===== src/rtl/uart_rx_pkg.sv =====
// Shared types and constants for the UART receive controller.
package uart_rx_pkg;

    typedef enum logic [2:0] {
        IDLE,
        START,
        DATA,
        PARITY,
        STOP,
        DONE
    } rx_state_e;

    localparam logic [5:0] PRESCALE_8       = 6'd8;
    localparam logic [5:0] PRESCALE_16      = 6'd16;
    localparam logic [5:0] PRESCALE_32      = 6'd32;
    localparam logic [5:0] PRESCALE_DEFAULT = PRESCALE_16;

    // Sample point sits this many edges past mid-bit.
    localparam logic [5:0] SP_OFFSET = 6'd2;

    function automatic logic [5:0] legal_prescale(input logic [5:0] p);
        case (p)
            PRESCALE_8, PRESCALE_16, PRESCALE_32: return p;
            default:                              return PRESCALE_DEFAULT;
        endcase
    endfunction

endpackage


===== src/rtl/uart_rx_fsm.sv =====
// UART receive frame controller; drives external edge counter, sampler and checkers.
// Optional UART_RX_ERR_STATUS_EN adds rx_status = {stop_err, parity_err} captured in DONE.
module uart_rx_fsm
    import uart_rx_pkg::*;
#(
    parameter int unsigned DATA_WIDTH = 8
) (
    input  logic       clk,
    input  logic       rst,
    input  logic       rx_in,
    input  logic       par_en,
    input  logic [5:0] prescale,
    input  logic [4:0] edge_cnt,
    input  logic [3:0] bit_cnt,
    input  logic       strt_glitch,
    input  logic       par_err,
    input  logic       stp_err,
    output logic       edge_cnt_en,
    output logic       cnt_clr,
    output logic       dat_samp_en,
    output logic       strt_chk_en,
    output logic       deser_en,
    output logic       par_chk_en,
    output logic       stp_chk_en,
    output logic       data_valid
`ifdef UART_RX_ERR_STATUS_EN
    ,
    output logic [1:0] rx_status
`endif
);

    rx_state_e  state;
    logic [5:0] prescale_l;
    logic       par_en_l;

    logic [4:0] sp_cnt;
    logic [4:0] eob_cnt;
    logic       at_sp;
    logic       at_eob;
    logic       last_data;

    always_comb begin
        sp_cnt    = 5'((prescale_l >> 1) + SP_OFFSET);
        eob_cnt   = 5'(prescale_l - 6'd1);
        at_sp     = (edge_cnt == sp_cnt);
        at_eob    = (edge_cnt == eob_cnt);
        last_data = (bit_cnt == 4'(DATA_WIDTH));
    end

    always_ff @(posedge clk) begin
        if (rst) begin
            state      <= IDLE;
            prescale_l <= PRESCALE_DEFAULT;
            par_en_l   <= 1'b0;
`ifdef UART_RX_ERR_STATUS_EN
            rx_status  <= '0;
`endif
        end else begin
            case (state)
                IDLE: begin
                    if (!rx_in) begin
                        state      <= START;
                        prescale_l <= legal_prescale(prescale);
                        par_en_l   <= par_en;
                    end
                end
                START: begin
                    if (at_eob) begin
                        state <= strt_glitch ? IDLE : DATA;
                    end
                end
                DATA: begin
                    if (at_eob && last_data) begin
                        state <= par_en_l ? PARITY : STOP;
                    end
                end
                PARITY: begin
                    if (at_eob) begin
                        state <= STOP;
                    end
                end
                STOP: begin
                    if (at_eob) begin
                        state <= DONE;
                    end
                end
                DONE: begin
`ifdef UART_RX_ERR_STATUS_EN
                    rx_status <= {stp_err, par_en_l & par_err};
`endif
                    // A low line here is the next start bit, so relatch config now.
                    if (rx_in) begin
                        state <= IDLE;
                    end else begin
                        state      <= START;
                        prescale_l <= legal_prescale(prescale);
                        par_en_l   <= par_en;
                    end
                end
                default: state <= IDLE;
            endcase
        end
    end

    always_comb begin
        edge_cnt_en = 1'b0;
        cnt_clr     = 1'b0;
        dat_samp_en = 1'b0;
        strt_chk_en = 1'b0;
        deser_en    = 1'b0;
        par_chk_en  = 1'b0;
        stp_chk_en  = 1'b0;
        data_valid  = 1'b0;
        case (state)
            IDLE: begin
                cnt_clr = 1'b1;
            end
            START: begin
                edge_cnt_en = 1'b1;
                dat_samp_en = 1'b1;
                strt_chk_en = at_sp;
            end
            DATA: begin
                edge_cnt_en = 1'b1;
                dat_samp_en = 1'b1;
                deser_en    = at_sp;
            end
            PARITY: begin
                edge_cnt_en = 1'b1;
                dat_samp_en = 1'b1;
                par_chk_en  = at_sp;
            end
            STOP: begin
                edge_cnt_en = 1'b1;
                dat_samp_en = 1'b1;
                stp_chk_en  = at_sp;
            end
            DONE: begin
                cnt_clr    = 1'b1;
                data_valid = !stp_err && !(par_en_l && par_err);
            end
            default: begin
                cnt_clr = 1'b1;
            end
        endcase
    end

endmodule

===== config.mk =====
export PLATFORM = sky130hd
export DESIGN_NAME = uart_rx_fsm
export DESIGN_NICKNAME = d
export VERILOG_FILES = /design/src/rtl/uart_rx_pkg.sv /design/src/rtl/uart_rx_fsm.sv
export SDC_FILE = /design/constraint.sdc
export NUM_CORES = 1
export LEC_CHECK = 0
export BUFFER_PORTS_ARGS = -buffer_cell sky130_fd_sc_hd__buf_2
export CAP_MARGIN = 20
export CORE_ASPECT_RATIO = 1.25
export CORE_MARGIN = 4
export CORE_UTILIZATION = 35
export DETAILED_ROUTE_END_ITERATION = 16
export PLACE_DENSITY = 0.6
export SLEW_MARGIN = 15
export SYNTH_ARGS = -nofsm -noshare
export SYNTH_HDL_FRONTEND = slang
export SYNTH_SLANG_ARGS = --single-unit

===== constraint.sdc =====
create_clock -name clk -period 4.7 [get_ports clk]
set_input_delay 0.94 -clock clk [delete_from_list [all_inputs] [get_ports clk]]
set_output_delay 0.94 -clock clk [all_outputs]
set_load 0.05 [all_outputs]

==> flow_metrics.env, run 1 <==
export IMPL_status="completed"
export IMPL_synth_common_cells="nor2_1, dfxtp_1, xnor2_1"
export IMPL_start_util_pct=37.5
export IMPL_grt_first_pass_wirelength_um=3290
export IMPL_die_w_um=51.7
export IMPL_final_cell_area_um2=1000
export IMPL_maxCapViolCount=0
export IMPL_placed_cells=154
export IMPL_grt_ovfl_total=0
export IMPL_synth_area_per_cell_um2=8.37
export IMPL_cts_sinks=10
export IMPL_rsz0062_at_grt="false"
export IMPL_finish_utilization_pct=45.0
export IMPL_comb_power_share_pct=27.4
export IMPL_dr_total_vias=777
export IMPL_worstMarginPinSlew_ns=0.464
export IMPL_rows=19
export IMPL_track_usage_pct=13.1
export IMPL_numCtsBuffers=3
export IMPL_ctsHtreeMaxLevel=1
export IMPL_whs_ns=0.520
export IMPL_synth_cells=100
export IMPL_num_io_pins=30
export IMPL_synth_seq_cells=10
export IMPL_clock_latency_ns=0.27
export IMPL_coreArea_um2=2230
export IMPL_syn_to_final_growth_pct=20.0
export IMPL_path_max_fanout=7
export IMPL_wire_per_inst_um=11.9
export IMPL_routed_wl_um=1870
export IMPL_yosysUniqueCellTypes=38
export IMPL_numPortBuffers=29
export IMPL_drive_gt1_share_pct=28.6
export IMPL_grt_max_degree=11
export IMPL_cts_tree="done"
export IMPL_final_cell_count_no_fill=157
export IMPL_arrival_ns=2.16
export IMPL_post_dp_cell_area_um2=982
export IMPL_min_period_ns=3.10
export IMPL_switching_share_pct=33.8
export IMPL_synth_area_um2=837
export IMPL_setup_worst_path_end_class="output port"
export IMPL_dp_final_hpwl_um=1550
export IMPL_power_frac_seq_pct=43.7
export IMPL_cp_start_kind="flop"
export IMPL_setup_slack_ns=1.60
export IMPL_critPathMaxStageDelay_ns=0.46
export IMPL_worstPathCellList="inv_1 -> ha_1 -> xor2_1 -> nor3_1 -> nand3_1 -> nor3_1 -> buf_2"
export IMPL_layout_nets=154
export IMPL_p_int_mw=0.140
export IMPL_cts_hold_buf=0
export IMPL_fin_crit_sh_pct=65.9
export IMPL_ys_flop_type="dfxtp_1"
export IMPL_postRouteAntennaNets=0
export IMPL_synth_edf_count=0
export IMPL_place_congestion=0.702
export IMPL_clock_skew_ns=0.00118
export IMPL_hold_class="flop to flop"
export IMPL_cellLeakagePower_nw=0.438
export IMPL_synth_top_area_share_pct=23.9
export IMPL_synth_top_area_cell="dfxtp_1"
export IMPL_antenna_cells=0
export IMPL_cpLargestDelayFamily="simple AND/OR/NAND/NOR gates"
export IMPL_yosysWarnings=0
export IMPL_path_buf_inv=2
export IMPL_grt_pass1_vias=793
export IMPL_slew_violations=0
export IMPL_root_buffer="clkbuf_4"
export IMPL_drc=0
export IMPL_max_slew_margin_pct=68.8
export IMPL_critPathRequiredTime_ns=3.76
export IMPL_place_ws_ns=1.69
export IMPL_clock_fmax_mhz=323
export IMPL_dieArea_um2=3240
export IMPL_first_pass_iters=4
export IMPL_vias_per_cell=4.95
export IMPL_clkPwrFrac_pct=28.9
export IMPL_setup_violations_final=0
export IMPL_crit_slowest_cell="dfxtp_1"
export IMPL_synth_area_leaders="dfxtp_1, xnor2_1, xor2_1"
export IMPL_cts_setup_buffers=0
export IMPL_antenna_found_initial=0
export IMPL_synth_most_common_cell="nor2_1"
export IMPL_die_h_um=62.7
export IMPL_syn_num_nets=126
export IMPL_hold_viol=0
export IMPL_clk_pin_slew_worst_paths_ns=0.06
export IMPL_cp_common_cell="nor3_1"
export IMPL_setup_tns_ns=0
export IMPL_switchingPower_mw=0.0716
export IMPL_clock_path_buffers=2
export IMPL_path_class="flop to output port"
export IMPL_async_flop_share_pct=0
export IMPL_post_cts_resized=0
export IMPL_power_density_nw_per_um2=211
export IMPL_worst_ir_drop_vdd_mv=0.112
export IMPL_drt_initial_drc_count=15
export IMPL_p_total_mw=0.212
export IMPL_seq_area_frac_synth_pct=23.9
[sequential cells by signal, indices dropped and copies added (netlist names)]
register and count:
par_en_l 1, prescale_l 6, state 3
[worst reg2reg max path: stages (launching register included)]
cell,delay [ns]
dfxtp_1,0.38
inv_1,0.06
ha_1,0.23
nand2b_1,0.17
a21o_2,0.22
a211oi_2,0.39
nor3b_1,0.10
a221o_1,0.26
[logic make-up (layout without fill, tap and decap cells)]
logic type / after synthesis / after routing / share of synthesized area (%)
AOI/OAI and AO/OA: 12 / 12 / 11.7
xor gates and xnor gates: 16 / 16 / 19.3
adders and majority gates: 4 / 4 / 5.98
buffers and inverters: 13 / 39 / 7.77
DFF: 10 / 10 / 23.9
muxes: 2 / 2 / 2.54
and+or+nand+nor: 43 / 43 / 28.8
[final timing paths]
| check | startpoint | end | slack [ns] | cells after the start |
|---|---|---|---|---|
| worst min-delay path | prescale_l[5]$_SDFFE_PP0P_ | prescale_l[5]$_SDFFE_PP0P_ | 0.52 | 2 |
| worst min register to register | prescale_l[5]$_SDFFE_PP0P_ | prescale_l[5]$_SDFFE_PP0P_ | 0.52 | 2 |
| worst max-delay path | prescale_l[2]$_SDFFE_PP0P_ | deser_en | 1.60 | 7 |
| worst max register to register | prescale_l[0]$_SDFFE_PP0P_ | state[1]$_SDFFE_PP0P_ | 2.79 | 7 |
[layout make-up]
class | instances | area [µm²]
clock buffers | 3 | 22.5
fillers | 239 | 1230
inverters | 7 | 26.3
multi-input cells | 77 | 572
flip-flops and latches | 10 | 200
well taps | 31 | 38.8
repair buffers | 29 | 145
[cell usage in the layout (no fill, tap or decap), types with 4 or more instances in the layout]
master and instances:
buf_2 29, nor2_1 13, dfxtp_1 10, xnor2_1 8, inv_1 7, xor2_1 6, nand2b_1 5, nor3_1 5
ha_1 4
[power groups by stage]
stage,clock (mW),combinational (mW),sequential (mW)
2_1_floorplan,0,0.0470,0.0912
3_3_place_gp,0,0.0569,0.0943
3_5_place_dp,0,0.0585,0.0944
4_1_cts,0.0628,0.0586,0.0924
5_1_grt,0.0666,0.0635,0.0932
6_report,0.0612,0.0579,0.0925
[routing by layer]
| layer | vias up | track usage (%) | wire length [µm] |
|---|---|---|---|
| li1 | 402 | - | - |
| met1 | 343 | 15.5 | 786 |
| met2 | 25 | 21.8 | 937 |
| met3 | 7 | 1.43 | 89 |
| met4 | 0 | 7.87 | 53 |
| met5 | - | 0 | 0 |
(Power assumes the default switching activity.)
==> inputs of run 2 (changes only) <==
- ABC_AREA: not set -> 1
- PLACE_DENSITY: 0.6 -> 0.59
- clock period: 4.7 -> 3.2 ns (I/O delays scaled with it)
==> run 2 against run 1 <==
Sequential share of layout area fell by 1.2 points. Critical path type unchanged. Critical endpoint is now stp_chk_en. Largest power group is now combinational logic. Die area up 3.5%. Critical path depth shrank 1. Sequential power is 110% higher. Via count grew 22%. Register-to-register slack got worse by 1.2 ns.
==> flow_metrics.env, run 2 <==
export IMPL_regMostFlops="prescale_l"
export IMPL_drc=0
export IMPL_layout_common_cells="nand2_1, buf_2, inv_1, nor2_1, dfxtp_1"
export IMPL_synth_top_area_cell="dfxtp_1"
export IMPL_synth_common_cells="nand2_1, inv_1, nor2_1"
export IMPL_dr_total_vias=946
export IMPL_reg_top3="prescale_l (6), state (3), par_en_l (1)"
export IMPL_synth_edf_count=0
export IMPL_grt_first_pass_wirelength_um=3350
export IMPL_numCtsBuffers=3
export IMPL_wire_per_inst_um=9.99
export IMPL_hold_class="flop to flop"
export IMPL_coreArea_um2=2280
export IMPL_clock_latency_ns=0.27
export IMPL_numPortBuffers=29
export IMPL_place_ws_ns=0.819
export IMPL_clk_pin_slew_worst_paths_ns=0.07
export IMPL_arrival_ns=1.98
export IMPL_cts_tree="done"
export IMPL_hold_start="prescale_l[0]$_SDFFE_PP0P_"
export IMPL_hold_viol=0
export IMPL_cp_depth=6
export IMPL_antenna_found_initial=0
export IMPL_cts_hold_buf=0
export IMPL_rows=19
export IMPL_ctsHtreeMaxLevel=1
export IMPL_drive_gt1_share_pct=25.9
export IMPL_async_flop_share_pct=0
export IMPL_num_io_pins=30
export IMPL_setup_violations_final=0
export IMPL_die_w_um=52.6
export IMPL_die_h_um=63.8
export IMPL_cts_sinks=10
export IMPL_path_class="flop to output port"
export IMPL_reg2reg_depth=13
export IMPL_drt_initial_drc_count=29
export IMPL_place_congestion=0.851
export IMPL_yosysWarnings=0
export IMPL_dieArea_um2=3360
export IMPL_cp_startpoint="prescale_l[2]$_SDFFE_PP0P_"
export IMPL_largest_reg_flops=6
export IMPL_worstMarginPinSlew_ns=0.254
export IMPL_yosysUniqueCellTypes=24
export IMPL_placed_cells=198
export IMPL_final_common_cell="nand2_1"
export IMPL_synth_area_per_cell_um2=6.27
export IMPL_synth_area_um2=871
export IMPL_postRouteAntennaNets=0
export IMPL_path_max_fanout=6
export IMPL_setup_worst_path_end_class="output port"
export IMPL_fin_crit_sh_pct=82.0
export IMPL_synth_area_leaders="dfxtp_1, nand2_1, inv_1"
export IMPL_syn_num_nets=165
export IMPL_routed_wl_um=2010
export IMPL_r2r_start="prescale_l[0]$_SDFFE_PP0P_"
export IMPL_start_util_pct=38.2
export IMPL_final_cell_count_no_fill=201
export IMPL_crit_slowest_cell="dfxtp_1"
export IMPL_maxCapViolCount=0
export IMPL_cpLargestDelayFamily="flip-flops"
export IMPL_path_buf_inv=2
export IMPL_synth_most_common_cell="nand2_1"
export IMPL_status="completed"
export IMPL_slew_violations=0
export IMPL_min_period_ns=2.62
export IMPL_vias_per_cell=4.71
export IMPL_fillCellCount=253
export IMPL_layout_nets=198
export IMPL_synth_top_area_share_pct=23.0
export IMPL_root_buffer="clkbuf_4"
export IMPL_crit_end="stp_chk_en"
export IMPL_grt_pass1_vias=872
export IMPL_power_density_nw_per_um2=671
export IMPL_grt_ovfl_total=0
export IMPL_multi_input_area_um2=573
export IMPL_seq_area_um2=200
export IMPL_setup_tns_ns=0
export IMPL_post_dp_cell_area_um2=1050
export IMPL_final_cell_area_um2=1070
export IMPL_synth_cells=139
export IMPL_worstPathCellList="inv_2 -> ha_1 -> xnor2_1 -> nand4_1 -> nor3_1 -> buf_2"
export IMPL_cellLeakagePower_nw=0.569
export IMPL_critPathRequiredTime_ns=2.56
export IMPL_max_slew_margin_pct=83.1
export IMPL_setup_slack_ns=0.576
export IMPL_track_usage_pct=12.5
export IMPL_ys_flop_type="dfxtp_1"
export IMPL_synth_seq_cells=10
export IMPL_grt_max_degree=8
export IMPL_cp_start_kind="flop"
export IMPL_post_cts_resized=0
export IMPL_worst_ir_drop_vdd_mv=0.414
export IMPL_cts_setup_buffers=0
export IMPL_syn_to_final_growth_pct=22.8
export IMPL_antenna_cells=0
export IMPL_rsz0062_at_grt="false"
export IMPL_clock_skew_ns=0.00585
export IMPL_clock_path_buffers=2
export IMPL_reg2reg_slack_ns=1.58
export IMPL_first_pass_iters=4
export IMPL_clock_fmax_mhz=381
export IMPL_r2r_end="state[2]$_SDFFE_PP0P_"
export IMPL_dp_final_hpwl_um=1690
export IMPL_seq_area_frac_synth_pct=23.0
export IMPL_critPathMaxStageDelay_ns=0.46
[run 2: changes by cell type in the layout (fill, tap and decap cells not counted), moves of 3 or more]
cell / change
nor3_1: +3
xor2_1: -4
inv_2: +5
nor2_1: +6
a21oi_1: +3
nand4_1: +3
a211oi_1: +3
nand3_1: +6
inv_1: +12
nand2b_1: -5
and2_1: -3
nor2b_1: -3
nand2_1: +29
[run 2: kinds of logic (layout without fill, tap and decap cells)]
group | Yosys count | after routing | share of synthesized area (%)
buf+inv | 25 | 56 | 11.2
simple gates | 77 | 77 | 40.2
flops | 10 | 10 | 23.0
xor+xnor | 8 | 8 | 8.05
compound gates | 15 | 15 | 11.8
fa+ha+maj | 4 | 4 | 5.75
[run 2: report_power, final]
part / switching, mW / internal, mW / leakage [nW]
clock network: 0.0434 / 0.0435 / 0.0138
logic: 0.292 / 0.148 / 0.473
registers: 0.0346 / 0.156 / 0.0819
total: 0.370 / 0.347 / 0.569
[run 2: area by class of cell]
| cell class | count | share of cell area (%) |
|---|---|---|
| Clock buffer | 3 | 2.11 |
| Tap cell | 31 | 3.63 |
| Timing Repair Buffer | 29 | 13.6 |
| Multi-Input combinational cell | 104 | 53.6 |
| Inverter | 24 | 8.42 |
| Sequential cell | 10 | 18.7 |
[run 2: through the flow]
step / util [%] / hold WS [ns] / total power, mW
finish: 46.9 / 0.493 / 0.718
detailed placement: 45.9 / 0.484 / 0.634
global route: 46.9 / 0.523 / 0.777
global placement: 45.9 / 0.484 / 0.633
floorplan: - / 0.453 / 0.553
CTS: 46.9 / 0.495 / 0.721
[run 2: worst reg2reg max path, delay by kind of cell, from the launching register on]
family	cells	cell delay, ns
adder cells (fa/ha/maj)	1	0.30
buffers and inverters	3	0.13
flip-flops	1	0.34
AND/OR/NAND/NOR	9	0.80
[run 2: worst min path at each step]
| stage | endpoint | slack, ns | depth (start not counted) |
|---|---|---|---|
| after CTS | prescale_l[0]$_SDFFE_PP0P_ | 0.50 | 2 |
| after global routing | prescale_l[0]$_SDFFE_PP0P_ | 0.52 | 2 |
| after floorplan | prescale_l[0]$_SDFFE_PP0P_ | 0.45 | 2 |
| after global placement | prescale_l[0]$_SDFFE_PP0P_ | 0.48 | 2 |
| after detailed placement | prescale_l[0]$_SDFFE_PP0P_ | 0.48 | 2 |
| final | prescale_l[0]$_SDFFE_PP0P_ | 0.49 | 2 |
[run 2: per-layer routing]
layer / vias up / track usage, % / routed length [µm]
met5: - / 0 / 0
met4: 0 / 3.83 / 14
met2: 28 / 22.2 / 1050
met3: 2 / 2.09 / 84
li1: 510 / - / -
met1: 406 / 14.8 / 859
==> inputs of run 3 (changes only) <==
- ABC_AREA: 1 -> 0
- PLACE_DENSITY: 0.59 -> 0.62
- clock period: 3.2 -> 2.35 ns (I/O delays scaled with it)
==> run 3 against run 2 <==
Largest power group is now registers. Sequential share of layout area fell by 0.77 points. Non-clock buffer count rose by 5. Setup slack got worse by 0.54 ns. Clock power rose by 36%.
==> flow_metrics.env, run 3 (same netlist as run 1, synthesis figures left out) <==
export IMPL_ctsHtreeMaxLevel=1
export IMPL_cp_common_cell="buf_6"
export IMPL_antenna_found_initial=0
export IMPL_worstMarginPinSlew_ns=0.463
export IMPL_rsz0062_at_grt="true"
export IMPL_postRouteAntennaNets=0
export IMPL_status="completed"
export IMPL_dieArea_um2=3240
export IMPL_clock_latency_ns=0.27
export IMPL_max_slew_margin_pct=68.9
export IMPL_post_dp_cell_area_um2=1020
export IMPL_fin_crit_sh_pct=98.4
export IMPL_largest_reg_flops=6
export IMPL_regMostFlops="prescale_l"
export IMPL_setup_worst_path_end_class="output port"
export IMPL_maxCapViolCount=0
export IMPL_cts_sinks=10
export IMPL_setup_violations_final=0
export IMPL_layout_nets=159
export IMPL_cellLeakagePower_nw=0.487
export IMPL_grt_ovfl_total=0
export IMPL_crit_slowest_cell="dfxtp_2"
export IMPL_vias_per_cell=5.02
export IMPL_final_cell_area_um2=1140
export IMPL_grt_first_pass_wirelength_um=3240
export IMPL_whs_ns=0.431
export IMPL_numCtsBuffers=3
export IMPL_power_density_nw_per_um2=374
export IMPL_hold_class="input pin to flop"
export IMPL_numPortBuffers=29
export IMPL_setup_slack_ns=0.0370
export IMPL_path_max_fanout=4
export IMPL_worst_ir_drop_vdd_mv=0.227
export IMPL_drive_gt1_share_pct=43.5
export IMPL_root_buffer="clkbuf_4"
export IMPL_antenna_cells=0
export IMPL_coreArea_um2=2230
export IMPL_drc=0
export IMPL_setup_tns_ns=0
export IMPL_hold_viol=0
export IMPL_num_io_pins=30
export IMPL_worstPathCellList="buf_6 -> ha_2 -> xor2_2 -> xnor2_2 -> nand4_1 -> nor3_2 -> buf_6"
export IMPL_cts_tree="done"
export IMPL_track_usage_pct=12.9
export IMPL_dr_total_vias=814
export IMPL_path_class="flop to output port"
export IMPL_critPathRequiredTime_ns=1.88
export IMPL_min_period_ns=2.31
export IMPL_cp_start_kind="flop"
export IMPL_clock_skew_ns=0.00672
export IMPL_cpLargestDelayFamily="simple AND/OR/NAND/NOR gates"
export IMPL_wire_per_inst_um=12.2
export IMPL_cts_hold_buf=0
export IMPL_start_util_pct=37.5
export IMPL_final_common_cell="buf_2"
export IMPL_path_buf_inv=2
export IMPL_slew_violations=0
export IMPL_reg_top3="prescale_l (6), state (3), par_en_l (1)"
export IMPL_die_w_um=51.7
export IMPL_place_congestion=0.854
export IMPL_syn_to_final_growth_pct=36.6
export IMPL_layout_common_cells="buf_2, nor2_1, dfxtp_1, xnor2_1, buf_4"
export IMPL_clk_pin_slew_worst_paths_ns=0.06
export IMPL_critPathMaxStageDelay_ns=0.33
export IMPL_clock_path_buffers=2
export IMPL_routed_wl_um=1970
export IMPL_grt_max_degree=11
export IMPL_die_h_um=62.7
export IMPL_rows=19
export IMPL_wl_met2_um=988
export IMPL_place_ws_ns=0.0917
export IMPL_grt_pass1_vias=770
export IMPL_top_layer="met4"
export IMPL_clock_fmax_mhz=432
export IMPL_dp_final_hpwl_um=1540
export IMPL_m1WireLength_um=812
export IMPL_drt_initial_drc_count=12
export IMPL_first_pass_iters=5
export IMPL_dr_wl_met3_um=111
export IMPL_arrival_ns=1.84
-- run 3: worst reg2reg max path, stage by stage, from the launching register on --
cell,delay (ns)
dfxtp_1,0.40
inv_1,0.07
ha_1,0.22
nand2b_1,0.17
a21o_2,0.22
a211oi_2,0.41
nor3b_1,0.10
a221o_1,0.27
-- run 3: cell type report --
cell class                      instances  area (µm²)
Sequential cell                        10         205
Multi-Input combinational cell         77         647
Tap cell                               31        38.8
Fill cell                             246        1090
Timing Repair Buffer                   34         204
Clock buffer                            3        22.5
Inverter                                7        26.3
-- run 3: worst paths after layout --
kind	startpoint	endpoint	slack [ns]	depth (start not counted)
min	par_en	par_en_l$_SDFFE_PP0P_	0.43	3
min reg2reg	prescale_l[5]$_SDFFE_PP0P_	prescale_l[5]$_SDFFE_PP0P_	0.52	2
max reg2reg	prescale_l[0]$_SDFFE_PP0P_	state[1]$_SDFFE_PP0P_	0.39	7
max	prescale_l[2]$_SDFFE_PP0P_	strt_chk_en	0.04	7
-- run 3: what timing repair did --
| action | in CTS | in global routing |
|---|---|---|
| pin swaps | 1 | 6 |
| buffers inserted | 0 | 4 |
| endpoints found under the setup margin | 4 | 4 |
| resized for setup | 7 | 11 |
-- run 3: metal layers --
layer  GRT usage (%)  vias to the layer above
li1                -                      407
met1            15.9                      382
met2            20.2                       20
met3            1.43                        5
met4            9.51                        0
met5               0                        -
-- run 3: where the power goes --
part           switching, mW  internal (mW)
sequential            0.0129          0.174
clock                 0.0586         0.0592
combinational         0.0739         0.0495
total                  0.145          0.283
-- run 3: stage by stage --
stage | util [%] | std cells | power (mW)
2_1_floorplan | - | 100 | 0.281
3_3_place_gp | 45.9 | 155 | 0.308
3_5_place_dp | 45.9 | 155 | 0.311
4_1_cts | 47.8 | 158 | 0.431
5_1_grt | 51.2 | 162 | 0.452
6_report | 51.2 | 162 | 0.428
